### src/rtl/ir_encoder.sv
// ir_encoder: pulse-distance IR transmitter for the link to ir_decoder.
// Accepts a MESSAGE_LENGTH-bit letter code over valid/ready and sends it as
// leader mark/space, MSB-first data bits, a stop mark and an inter-frame gap.
// Optional macro IR_CARRIER_EN: when defined, marks are modulated by a
// square-wave carrier toggling every CARRIER_HALF cycles; when undefined,
// signal_out carries the bare envelope for wired loopback.
module ir_encoder #(
    parameter int MESSAGE_LENGTH = 5,
    parameter int UNIT_CYCLES    = 56250,
`ifdef IR_CARRIER_EN
    parameter int CARRIER_HALF   = 1316,
`endif
    parameter int GAP_UNITS      = 32
) (
    input  logic                      clk_in,
    input  logic                      rst_in,
    input  logic                      data_valid_in,
    input  logic [MESSAGE_LENGTH-1:0] code_in,
    output logic                      ready_out,
    output logic                      signal_out,
    output logic                      done_out,
    output logic [2:0]                state_out
);

    // Timer, unit-count and bit-count widths.
    localparam int UW      = (UNIT_CYCLES > 1) ? $clog2(UNIT_CYCLES) : 1;
    localparam int LONGEST = (GAP_UNITS > 16) ? GAP_UNITS : 16;
    localparam int NW_RAW  = $clog2(LONGEST + 1);
    localparam int NW      = (NW_RAW > 6) ? NW_RAW : 6;
    localparam int BW      = $clog2(MESSAGE_LENGTH + 1);

    localparam logic [2:0] S_IDLE       = 3'd0;
    localparam logic [2:0] S_LEAD_MARK  = 3'd1;
    localparam logic [2:0] S_LEAD_SPACE = 3'd2;
    localparam logic [2:0] S_BIT_MARK   = 3'd3;
    localparam logic [2:0] S_BIT_SPACE  = 3'd4;
    localparam logic [2:0] S_STOP_MARK  = 3'd5;
    localparam logic [2:0] S_GAP        = 3'd6;

    logic [2:0]                state_q, state_d;
    logic [UW-1:0]             unit_q, unit_d;
    logic [NW-1:0]             units_q, units_d;
    logic [BW-1:0]             bits_q, bits_d;
    logic [MESSAGE_LENGTH-1:0] shift_q, shift_d;
    logic                      sig_q, sig_d;
    logic                      unit_tick;
    logic                      state_last;
    logic [NW-1:0]             span;
    logic                      mark_d;

    // Next-state logic: unit timer, per-state unit count and frame sequencing.
    always_comb begin
        // NOTE: every output of this block gets a default first, so no path can infer a latch.
        state_d    = state_q;
        shift_d    = shift_q;
        bits_d     = bits_q;
        span       = NW'(1);
        unit_tick  = (state_q != S_IDLE) && (unit_q == UW'(UNIT_CYCLES - 1));

        case (state_q)
            S_LEAD_MARK:  span = NW'(16);
            S_LEAD_SPACE: span = NW'(8);
            S_BIT_SPACE:  span = shift_q[MESSAGE_LENGTH-1] ? NW'(3) : NW'(1);
            S_GAP:        span = NW'(GAP_UNITS);
            default:      span = NW'(1);
        endcase

        state_last = unit_tick && (units_q == span - NW'(1));

        if (state_q == S_IDLE || unit_tick) unit_d = '0;
        else                                unit_d = unit_q + UW'(1);

        if (state_q == S_IDLE || state_last) units_d = '0;
        else if (unit_tick)                  units_d = units_q + NW'(1);
        else                                 units_d = units_q;

        case (state_q)
            S_IDLE: begin
                // ready_out is high throughout IDLE, so valid alone completes the handshake.
                if (data_valid_in) begin
                    state_d = S_LEAD_MARK;
                    shift_d = code_in;
                    bits_d  = '0;
                end
            end
            S_LEAD_MARK:  if (state_last) state_d = S_LEAD_SPACE;
            S_LEAD_SPACE: if (state_last) state_d = S_BIT_MARK;
            S_BIT_MARK:   if (state_last) state_d = S_BIT_SPACE;
            S_BIT_SPACE: begin
                if (state_last) begin
                    shift_d = shift_q << 1;
                    bits_d  = bits_q + BW'(1);
                    state_d = (bits_q == BW'(MESSAGE_LENGTH - 1)) ? S_STOP_MARK : S_BIT_MARK;
                end
            end
            S_STOP_MARK:  if (state_last) state_d = S_GAP;
            S_GAP:        if (state_last) state_d = S_IDLE;
            default:      state_d = S_IDLE;
        endcase

        mark_d = (state_d == S_LEAD_MARK) || (state_d == S_BIT_MARK) ||
                 (state_d == S_STOP_MARK);
    end

`ifdef IR_CARRIER_EN
    localparam int CHW = (CARRIER_HALF > 1) ? $clog2(CARRIER_HALF) : 1;

    logic [CHW-1:0] car_cnt_q, car_cnt_d;
    logic           car_q, car_d;

    // Carrier phase: restarts high at each mark entry, held in reset during spaces.
    always_comb begin
        car_cnt_d = car_cnt_q + CHW'(1);
        car_d     = car_q;
        if (!mark_d || (state_d != state_q)) begin
            car_cnt_d = '0;
            car_d     = 1'b1;
        end else if (car_cnt_q == CHW'(CARRIER_HALF - 1)) begin
            car_cnt_d = '0;
            car_d     = ~car_q;
        end
        sig_d = mark_d & car_d;
    end

    // Carrier registers.
    always_ff @(posedge clk_in) begin
        if (rst_in) begin
            car_cnt_q <= '0;
            car_q     <= 1'b1;
        end else begin
            car_cnt_q <= car_cnt_d;
            car_q     <= car_d;
        end
    end
`else
    // Unmodulated envelope for direct loopback into ir_decoder.
    always_comb sig_d = mark_d;
`endif

    // State registers with synchronous reset; the LED output is registered so it never glitches.
    always_ff @(posedge clk_in) begin
        // NOTE: sequential state uses non-blocking assignments so every register samples pre-edge values.
        if (rst_in) begin
            state_q <= S_IDLE;
            unit_q  <= '0;
            units_q <= '0;
            bits_q  <= '0;
            shift_q <= '0;
            sig_q   <= 1'b0;
        end else begin
            state_q <= state_d;
            unit_q  <= unit_d;
            units_q <= units_d;
            bits_q  <= bits_d;
            shift_q <= shift_d;
            sig_q   <= sig_d;
        end
    end

    // done_out marks the final GAP cycle, so it can never share a cycle with an acceptance.
    assign done_out   = (state_q == S_GAP) && state_last;
    assign ready_out  = (state_q == S_IDLE);
    assign signal_out = sig_q;
    assign state_out  = state_q;

endmodule

### config.mk
export PLATFORM = sky130hd
export DESIGN_NAME = ir_encoder
export DESIGN_NICKNAME = d
export VERILOG_FILES = /design/src/rtl/ir_encoder.sv
export SDC_FILE = /design/constraint.sdc
export NUM_CORES = 1
export LEC_CHECK = 0
export ABC_AREA = 1
export ABC_CLOCK_PERIOD_IN_PS = 3200
export CAP_MARGIN = 15
export CORE_UTILIZATION = 50
export CTS_CLUSTER_SIZE = 10
export DETAILED_ROUTE_END_ITERATION = 16
export PLACE_DENSITY = 0.7
export SYNTH_ARGS = -nofsm -noshare
export SYNTH_HDL_FRONTEND = slang
export SYNTH_SLANG_ARGS = --single-unit
### constraint.sdc
create_clock -name clk_in -period 3.2 [get_ports clk_in]
set_input_delay 0.32 -clock clk_in [delete_from_list [all_inputs] [get_ports clk_in]]
set_output_delay 0.32 -clock clk_in [all_outputs]
set_load 0.01 [all_outputs]
* Word level (Yosys, flattened, before mapping)
Index checks and enable logic that the tools add are counted.
** Storage, ports and cells
- Register bits after elaboration :: 34
- Input port bits :: 8
- Logic and storage cells :: 54
- Output and inout bits :: 6
** Cells by class
- Mux-type cells :: 17
- Add/subtract/negate cells :: 4
- Eq/ne operators :: 14
- Reductions and logical operators :: 13
** Operator list (number)
- 3-bit two-way mux :: 10
- 6-bit one-hot mux with 4 select lines :: 1
- 3-bit one-hot mux with 7 select lines :: 1
- 16-bit by 1-bit adder with 16-bit output (second input constant) :: 1
- 16-bit equality test (second input constant) :: 1
- 3-bit equality test (second input constant) :: 5
- 5-bit two-way mux :: 2
- 5-bit one-hot mux with 2 select lines :: 1
- 3-bit by 2-bit equality test with 1-bit output (second input constant) :: 3
- 6-bit by 1-bit adder with 6-bit output (second input constant) :: 1
- 3-bit by 1-bit equality test with 1-bit output (second input constant) :: 2
- 6-bit equality test :: 1
- 3-bit one-hot mux with 2 select lines :: 1
- 6-bit by 1-bit subtractor with 6-bit output (second input constant) :: 1
- 1-bit logical OR :: 4
- 2-bit != test (second input constant) :: 2
- 2-bit OR reduction :: 2
- 3-bit by 1-bit adder with 3-bit output (second input constant) :: 1
- 1-bit logical AND :: 3
- 3-bit logical NOT :: 1
- 3-bit AND reduction :: 1
- 3-bit nonzero test :: 1
- 2-bit two-way mux :: 1
- 2-bit nonzero test :: 1

* Depth between registers and ports, before layout
- Depth in word-level cells :: 10
- Gate-level depth with buffers :: 19
- Mapped depth without buffers :: 19

* Worst setup path before layout
Ideal clock, no wire load.
- Path kind :: reg2out
- From :: register state_q[0], in the netlist state_out[0]
- To :: output port done_out
- Stages on the path, launching flop included :: 15
- Arrival :: 2.325 ns
- Data required time :: 2.880 ns
- Setup slack :: 0.555 ns
- Path through :: dfxtp_1 nor2_1 nand2_1 inv_1 nand2_1 ha_1 ha_1 inv_1 nand2_1 nand2_1 nor2_1 nand2_1 nor2_4 nand3_2 nor3_1
** On the way
- Word-level cells in the longest chain between the ends :: 6
- Elaborated cells between the ends (all ways) :: 11
- Classes of those cells :: add/sub: 1; eq/ne: 5; mux: 1; reduce/logical: 4
** RTL lines
- from (decl) :: line 40 : logic [2:0] state_q, state_d;
- from (signal assigned) :: line 151 : state_q <= state_d;
- 3-bit equality test, or another cell as far along :: line 60, 161
- 6-bit one-hot mux with 4 select lines :: line 60 : case (state_q)
- 6-bit by 1-bit subtractor with 6-bit output :: line 68 : state_last = unit_tick && (units_q == span - NW'(1));
- 6-bit equality test :: line 68
- 1-bit logical AND :: line 68
- 1-bit logical AND * :: line 161 : assign done_out = (state_q == S_GAP) && state_last;
- to (decl) :: line 21 : output logic done_out,
Every way passes the cells marked *; elsewhere a longest branch is shown, timed or not.

* Worst setup path in the final report
Ends and elaborated chain as after synthesis.

==> flow_summary_export.csv <==
group,metric,value,unit
pwr,total_leakage_power,0.9524,nW
cells_and_area,area_delta_synth_final,15.07,%
synthesis,ys.flop_type,"dfxtp_1",
timing,timing_hold_violations_final,0,
setup_path,reg2regPathDepth,19,
timing,rsz0062_at_grt,"no",
cells_and_area,final_cells,350,
setup_path,worstReg2RegStart,"state_out[0]$_SDFF_PP0_",
pwr,peakVddDrop,0.0002790,V
flow_run,cap_violations,0,
timing,max_freq,342.6,MHz
worst_hold_path,hp-start,"units_q[5]$_SDFFE_PP0P_",
timing,drv_slew,0,
placement,dp_hpwl,2.847,mm
synthesis,synth_seq_cells,34,
route,vias_per_cell,4.909,
synthesis,synth_cell_types,30,
pwr,total_power,1.027,mW
die,rows,22,
synthesis,syn-num-nets,297,
timing,fin_ws,0.2811,ns
global_routing,antenna_found_initial,0,
setup_path,crit_end,"done_out",
global_routing,grt_overflow,0,
timing,clock_skew,0.007817,ns
placement,place_ws,0.2860,ns
synthesis,postSynth.asyncResetShare,0,%
route,drtAntennaViolNets,0,
global_routing,grt_usage,20.49,%
route,via_count,1718,
timing,worst_hold_slack,0.4683,ns
timing,worstMarginPinSlew,0.5826,ns
clock_network,clock_latency,0.28,ns
global_routing,grt_max_degree,17,
timing,period_needed,2.919,ns
placement,place.gp.congestion,0.7993,
clock_network,cts_sinks,34,
die,die_w,64.08,um
route,dr.pass1.iters,4,
route,post_drt_wl_per_cell,10.60,um
cells_and_area,fill_cells,380,
worst_hold_path,min_path_type,"reg -> reg",
timing,fin_tns_setup,0,ns
timing,setup_viol,0,
timing,relSlewSlack,61.07,%
global_routing,grt_pass1_wl,6.603,mm
setup_path,worst_setup_path_end_kind,"output port",
clock_network,cts-buffers-inserted,5,
synthesis,avgSynthCellArea,6.833,um^2
setup_path,r2r_setup_slack,0.83,ns
route,routed_wirelength,3.709,mm
synthesis,netlist_instances,282,
die,die_y,64.08,um
route,drt_iter0_markers,100,
die,ios,14,
setup_path,startpoint,"state_out[0]$_SDFF_PP0_",
pwr,powerDensity,463.0,nW/um^2
setup_path,cp_data_arrival_time,2.60,ns
die,start_util,52.24,%
outcome,outcome,"complete, no violations",
clock_network,cts.htree.levels,2,
cells_and_area,diodes,0,
clock_network,cts_hold_buf,0,
cells_and_area,drive_above_1_share,12.58,%
clock_network,clockBufferDepth,2,
setup_path,criticalPathCategory,"reg -> out",
synthesis,ys_warn_count,0,
synthesis,synth-edff-count,0,
cells_and_area,nets,316,
setup_path,critPathLaunchType,"flip-flop",
synthesis,synth_area,1927,um^2
clock_network,tritoncts,"built",
clock_network,post_cts_buffers,0,
clock_network,root_buffer,"clkbuf_8",
global_routing,grt_pass1_vias,1572,
clock_network,clk_pin_slew,0.07,ns
timing,period_share,91.21,%
placement,placed_cells,342,
placement,portBuffers,13,
die,coreArea,3689,um^2
route,drc,0,
worst_hold_path,whs_path_depth,2,
setup_path,crit_path_max_fanout,7,
setup_path,worstPathRequired,2.88,ns
setup_path,reg2reg_to,"bits_q[0]$_SDFFE_PP0P_",
synthesis,synth_seq_area_share,35.32,%
die,die_area,4106,um^2
[flip-flops by register name, summed over array words and instances (netlist names)]
signal and flops:
bits_q 3, shift_q 5, signal_out 1, state_out 3, unit_q 16, units_q 6
[synth_stat cells (3+ instances only)]
cell / instances / area (um^2)
a21oi_1: 21 / 105.1
dfxtp_1: 34 / 680.7
ha_1: 7 / 87.58
inv_1: 29 / 108.9
inv_2: 7 / 26.28
nand2_1: 70 / 262.8
nand2_2: 6 / 37.54
nand3_1: 16 / 80.08
nand3_2: 3 / 30.03
nand4_1: 6 / 37.54
nor2_1: 40 / 150.1
nor2_2: 3 / 18.77
nor2_4: 3 / 33.78
nor3_1: 5 / 25.02
nor3b_1: 5 / 37.54
o21a_1: 3 / 22.52
o21ai_0: 5 / 25.02
[area by class of cell]
cell class	instances	area (um^2)	share of cell area, %
Multi-Input combinational cell	208	1080	48.70
Clock buffer	8	110.1	4.966
Tap cell	48	60.06	2.709
Inverter	37	141.4	6.377
Timing Repair Buffer	15	143.9	6.490
Sequential cell	34	681.9	30.76
[cell usage in the layout, fill, tap and decap left out]
cell	count
dfxtp_2	1
nor3b_2	1
xor2_1	2
o21ai_0	5
nor3b_1	5
nand2_1	70
inv_4	1
nand4_1	6
nor2_1	40
ha_1	7
a21oi_1	21
o21a_1	3
nor3_1	5
nand3_2	3
o211ai_1	1
nand2_4	2
buf_4	2
clkbuf_8	8
clkdlybuf4s50_1	12
nor2_2	3
a22oi_1	1
dlygate4sd2_1	1
inv_2	7
inv_1	29
nor2_4	3
nor3_2	1
o21ai_1	2
dfxtp_1	33
xnor2_1	2
o21bai_1	2
and3_1	1
nand3_1	16
nand2_2	6
[worst min path at each step]
stage,endpoint,slack [ns]
5_1_grt,units_q[5]$_SDFFE_PP0P_,0.51
3_5_place_dp,shift_q[0]$_SDFFE_PP0P_,0.46
6_report,units_q[5]$_SDFFE_PP0P_,0.47
2_1_floorplan,unit_q[0]$_SDFF_PP0_,0.43
3_3_place_gp,unit_q[0]$_SDFF_PP0_,0.45
4_1_cts,shift_q[0]$_SDFFE_PP0P_,0.47
[repair_timing]
action / 4_1_cts / 5_1_grt
pin swaps: 0 / 0
gates resized for setup: 1 / 1
setup endpoints to repair: 1 / 1
[per-stage QoR]
stage / util, % / instance area [um^2]
finish: 60.11 / 2217
global route: 60.11 / 2217
CTS: 60.07 / 2216
detailed placement: 57.12 / 2107
global placement: 57.12 / 2107
floorplan: - / 1927
[power by group]
| part | switching, mW | total (mW) | internal, mW |
|---|---|---|---|
| combinational | 0.126 | 0.208 | 0.0816 |
| sequential | 0.0145 | 0.456 | 0.441 |
| clock | 0.146 | 0.363 | 0.217 |
[kinds of logic after synthesis]
| logic type | share of synthesized area, % |
|---|---|
| fa+ha+maj | 4.545 |
| flops | 35.32 |
| buf+inv | 8.636 |
| compound gates | 10.00 |
| simple gates | 39.68 |
| xor+xnor | 1.819 |
[metal layers]
| metal | vias to the layer above | global-route usage [%] | share of wire [%] | wire length, um |
|---|---|---|---|---|
| met5 | - | 0 | 0 | 0 |
| li1 | 939 | - | - | - |
| met3 | 7 | 5.179 | 2.2 | 83 |
| met4 | 0 | 7.955 | 1.9 | 69 |
| met1 | 752 | 26.48 | 50 | 1868 |
| met2 | 20 | 32.45 | 46 | 1689 |
[worst max-delay path, stage by stage (launching register included)]
cell,delay [ns]
dfxtp_2,0.35
nor2_1,0.15
nand2_1,0.08
inv_1,0.07
nand2_1,0.06
ha_1,0.21
ha_1,0.30
inv_1,0.04
nand2_1,0.05
nand2_1,0.04
nor2_1,0.08
nand2_1,0.10
nor2_4,0.15
nand3_2,0.17
nor3_1,0.16
dlygate4sd2_1,0.28
(Power assumes the default switching activity.)
